<file path="src/rtl/mem_arbiter.sv">
// mem_arbiter: fetch/data port arbiter that sequences each access into 1-4 little-endian byte cycles on a byte-wide RAM
module mem_arbiter #(
    parameter int ADDR_L   = 32,
    parameter int DATA_L   = 32,
    parameter int M_DATA_L = 8
) (
    input  logic                clk,
    input  logic                rst,
    input  logic                if_req,
    input  logic [ADDR_L-1:0]   if_addr,
    output logic [DATA_L-1:0]   if_rdata,
    output logic                if_ack,
    input  logic                d_req,
    input  logic                d_we,
    input  logic [1:0]          d_size,
    input  logic [ADDR_L-1:0]   d_addr,
    input  logic [DATA_L-1:0]   d_wdata,
    output logic [DATA_L-1:0]   d_rdata,
    output logic                d_ack,
    input  logic [M_DATA_L-1:0] m_dout,
    output logic [M_DATA_L-1:0] m_din,
    output logic [ADDR_L-1:0]   m_raddr,
    output logic [ADDR_L-1:0]   m_waddr,
    output logic                m_re,
    output logic                m_we,
    output logic                busy
);
    localparam logic [2:0] IDLE = 3'd0, RD = 3'd1, RD_LAST = 3'd2, WR = 3'd3, DONE = 3'd4;
    logic [2:0]        state;
    logic              port, last_grant, grant_d;
    logic [1:0]        cnt, last, prev;
    logic [ADDR_L-1:0] base;
    logic [DATA_L-1:0] wdata, rbuf, rword;
    assign grant_d = d_req && (!if_req || !last_grant);
    assign prev    = cnt - 2'd1;
    assign m_re    = state == RD;
    assign m_we    = state == WR;
    assign m_raddr = base + ADDR_L'(cnt);
    assign m_waddr = base + ADDR_L'(cnt);
    assign m_din   = wdata[M_DATA_L*cnt +: M_DATA_L];
    assign busy    = state != IDLE;
    assign if_ack  = state == DONE && !port;
    assign d_ack   = state == DONE && port;
    always_comb begin
        rword = rbuf;
        rword[M_DATA_L*cnt +: M_DATA_L] = m_dout;
    end
    always_ff @(posedge clk) begin
        if (!rst) begin
            state      <= IDLE;
            port       <= 1'b0;
            last_grant <= 1'b0;
            cnt        <= '0;
            last       <= '0;
            base       <= '0;
            wdata      <= '0;
            rbuf       <= '0;
            if_rdata   <= '0;
            d_rdata    <= '0;
        end else begin
            case (state)
                IDLE: if (if_req || d_req) begin
                    port  <= grant_d;
                    base  <= grant_d ? d_addr : if_addr;
                    last  <= !grant_d ? 2'd3 : d_size == 2'd0 ? 2'd0 : d_size == 2'd1 ? 2'd1 : 2'd3;
                    wdata <= d_wdata;
                    cnt   <= '0;
                    rbuf  <= '0;
                    state <= (grant_d && d_we) ? WR : RD;
                end
                RD: begin
                    // m_dout carries the byte addressed in the previous RD cycle
                    if (cnt != 2'd0) rbuf[M_DATA_L*prev +: M_DATA_L] <= m_dout;
                    if (cnt == last) state <= RD_LAST;
                    else cnt <= cnt + 2'd1;
                end
                RD_LAST: begin
                    rbuf <= rword;
                    if (port) d_rdata <= rword;
                    else if_rdata <= rword;
                    state <= DONE;
                end
                WR: if (cnt == last) state <= DONE;
                    else cnt <= cnt + 2'd1;
                DONE: begin
                    last_grant <= port;
                    state      <= IDLE;
                end
                default: state <= IDLE;
            endcase
        end
    end
endmodule

</file>
<file path="config.mk">
export PLATFORM = sky130hd
export DESIGN_NAME = mem_arbiter
export DESIGN_NICKNAME = d
export VERILOG_FILES = /design/src/rtl/mem_arbiter.sv
export SDC_FILE = /design/constraint.sdc
export NUM_CORES = 1
export LEC_CHECK = 0
export BUFFER_PORTS_ARGS = -buffer_cell sky130_fd_sc_hd__buf_4
export CORE_MARGIN = 1
export CORE_UTILIZATION = 50
export DETAILED_ROUTE_END_ITERATION = 8
export PLACE_DENSITY = 0.82
export SYNTH_ARGS = -nofsm -noshare
export SYNTH_HDL_FRONTEND = slang
export SYNTH_SLANG_ARGS = --single-unit
</file>
<file path="constraint.sdc">
create_clock -name clk -period 3.13 [get_ports clk]
set_clock_uncertainty 0.2 [all_clocks]
set_input_delay 0 -clock clk [delete_from_list [all_inputs] [get_ports clk]]
set_output_delay 0 -clock clk [all_outputs]
set_load 0.02 [all_outputs]
</file>
==> metrics.md <==
| Metric | Value |
|---|---|
| Clock group share of total power | `0.260` |
| Final Non-Filler Cells | `1480` |
| Initial Util | `0.514` |
| Leakage | `around 5.0 nW` |
| Netlist cell types | `64` |
| Power Internal | `5.12 mW` |
| Startpoint types | `flip-flop` |
| Clk sink count | `169` |
| Routed length per instance | `17.9 um` |
| DR pass1 iterations | `5` |
| Tot Pwr | `8.22 mW` |
| Seq/Total Area, Yosys | `0.413` |
| Setup violators final | `0` |
| ANT nets after route | `0` |
| Placed Instances | `1308` |
| Root Buffer | `clkbuf_16` |
| Minimum hold slack | `between 0.15 and 0.2 ns` |
| Actual slew at the worst max-slew pin | `0.811 ns` |
| DRT Wirelength | `approximately 27000 um` |
| Switch Pwr | `3.10 mW` |
| Synth area leaders | `dfxtp_1 (41%), a211oi_1 (8.8%), nor2_1 (5.3%)` |
| Port Buffers | `251` |
| Ys Warns | `0` |
| Core area | `15900 sq um` |
| WP data required | `~2.9 ns` |
| Post-synth top area cell | `dfxtp_1` |
| Top cells by count, synth | `dfxtp_1 (169), nor2_1 (116), a211oi_1 (96)` |
| Number of synthesized flops with an enable pin | `0` |
| DRC marker count from the first detailed-route iteration | `539` |
| Nets | `1370` |
| Data arrival, critical path | `around 2.8 ns` |
| IO Pins | `252` |
| Final period utilization | `0.966` |
| Full die area | `16900 sq um` |
| Slew headroom | `0.460` |
| PwrDens | `between 600 and 700 nW/um^2` |
| Flop pwr share | `0.349` |
| Hold Path Class | `in2reg` |
| Row count | `46` |
| FF-to-FF setup slack | `0.18 ns` |
| Total grt overflow | `0` |
| Kind of critical path | `reg2out` |
| Die Span Y | `130 um` |
| Final HPWL DP | `15200 um` |
| # DRC | `0` |
| Vias in the first global route | `7834` |
| H-tree levels | `4` |
| Via density | `5.72` |
| Tot GR Track Use | `0.304` |
| Crit path capture type | `output port` |
| Cell with the most instances after synthesis | `dfxtp_1` |
| Yosys top cell area share | `0.413` |
| Clk_lat worst skew | `0.43 ns` |
| Post-Syn Instances | `926` |
| Post-synth top flop | `dfxtp_1` |
| Area growth syn-to-layout | `45.6%` |
| Mapped cell area | `about 8000 sq um` |
| Fin. Hold Viols | `0` |
| CTS Buf Count | `17` |
| Fin. max-slew vios | `0` |
| Maximum VDD drop | `0.521 mV` |
| Switching share of power | `0.377` |
| Net Count, Synth | `1046` |
| Pin count of the biggest net entering global routing | `99` |
| Logic gate share of total power | `0.391` |
| Clk slew on worst S/H paths | `0.06 ns` |
| Post-synth ARST share | `0` |
| Final core occ | `0.749` |
| Syn_area_per_cell | `8.85 sq um` |
| Max Fclk | `331 MHz` |
| Die X | `130 um` |
| Max Root-Sink Buffers | `2` |
| Postcts setup bufs | `0` |
| Final min period | `3.02 ns` |
| Total number of vias | `8464` |
| Worst-path fanout max | `9` |
| GP Congestion | `0.826` |
| Share of cells above drive strength 1 | `0.259` |
| Register bit total from synthesis | `169` |
| Status | `completed` |
| CTS tree | `yes` |
| First-pass GRT wire length | `40000 um` |
| Max Cap Violations | `0` |
| Initial antenna violation count | `1` |
## critical path: stages, from the launching register on
cell and delay [ns]:
dfxtp_1 0.34, ha_1 0.18, inv_1 0.06, fa_1 0.41, nand3b_1 0.27, or2_4 0.34, nor3_1 0.22, xor2_1 0.36
buf_4 0.22
## power groups by stage
stage / registers, mW / clock network [mW] / logic (mW)
after floorplan: 2.92 / 0 / 1.97
after global placement: 2.85 / 0 / 2.84
after detailed placement: 2.87 / 0 / 2.88
after CTS: 2.82 / 2.14 / 3.11
after global routing: 2.91 / 2.24 / 3.44
final: 2.87 / 2.14 / 3.21
## layout by cell type, fill, tap and decap left out, types with 5 or more instances in the layout
cell / count
a211oi_1: 96
a21oi_1: 73
a22oi_1: 8
a2bb2oi_1: 8
a31oi_1: 8
a32oi_1: 12
and4_1: 5
buf_4: 265
clkbuf_16: 17
dfxtp_1: 169
dlygate4sd3_1: 139
ha_1: 8
inv_1: 9
mux2i_1: 33
mux4_2: 8
nand2_1: 82
nand3_1: 13
nand4_1: 6
nor2_1: 116
nor2b_1: 30
nor3_1: 10
o21a_1: 9
o21ai_0: 11
o21ai_1: 8
o22a_1: 8
xnor2_1: 13
xor2_1: 19
## metrics by stage
stage	TNS [ns]	instance area, sq um	setup WS (ns)
CTS	0	11900	0.112
floorplan	0	8200	0.00873
detailed placement	0	9940	0.514
global placement	0	9940	0.593
finish	0	11900	0.107
global route	-0.124	11900	-0.0402
## what timing repair did
action / in CTS / in global routing
endpoints found under the hold margin: 164 / 0
endpoints found under the setup margin: 0 / 4
gates resized for setup: 0 / 2
hold buffers: 139 / 0
## registers in the layout (all words and copies together) (netlist names)
register    count
last            2
cnt             2
wdata          32
base           32
if_rdata       32
port            1
last_grant      1
rbuf           32
d_rdata        32
state           3
## kinds of logic after synthesis
group,count (synthesis),share of synthesized area
flops,169,0.413
mux,41,0.0623
fa+ha+maj,9,0.0147
xor+xnor,32,0.0342
compound gates,261,0.218
buf+inv,114,0.0789
simple gates,300,0.179
## per-layer routing
metal	share of wire	GRT usage	up-vias
met3	0.080	0.0586	86
met4	0.038	0.137	0
met5	0	0	-
met2	0.48	0.511	487
met1	0.40	0.377	3947
li1	-	-	3944
## final timing paths
kind               from     endpoint  cells past startpoint
max              cnt[0]  m_raddr[16]                      8
min           d_size[1]      last[1]                      4
max reg2reg  last_grant      last[0]                      7
min reg2reg    rbuf[26]     rbuf[26]                      2
## final cells by class
cell class / instances / area, sq um
inverters: 12 / 47.5
multi-input cells: 643 / 4200
flip-flops and latches: 169 / 3380
diodes: 1 / 2.50
clock inverters: 12 / 141
fillers: 1035 / 4010
repair buffers: 407 / 3440
clock buffers: 20 / 457
well taps: 216 / 270
(Power assumes the default switching activity.)
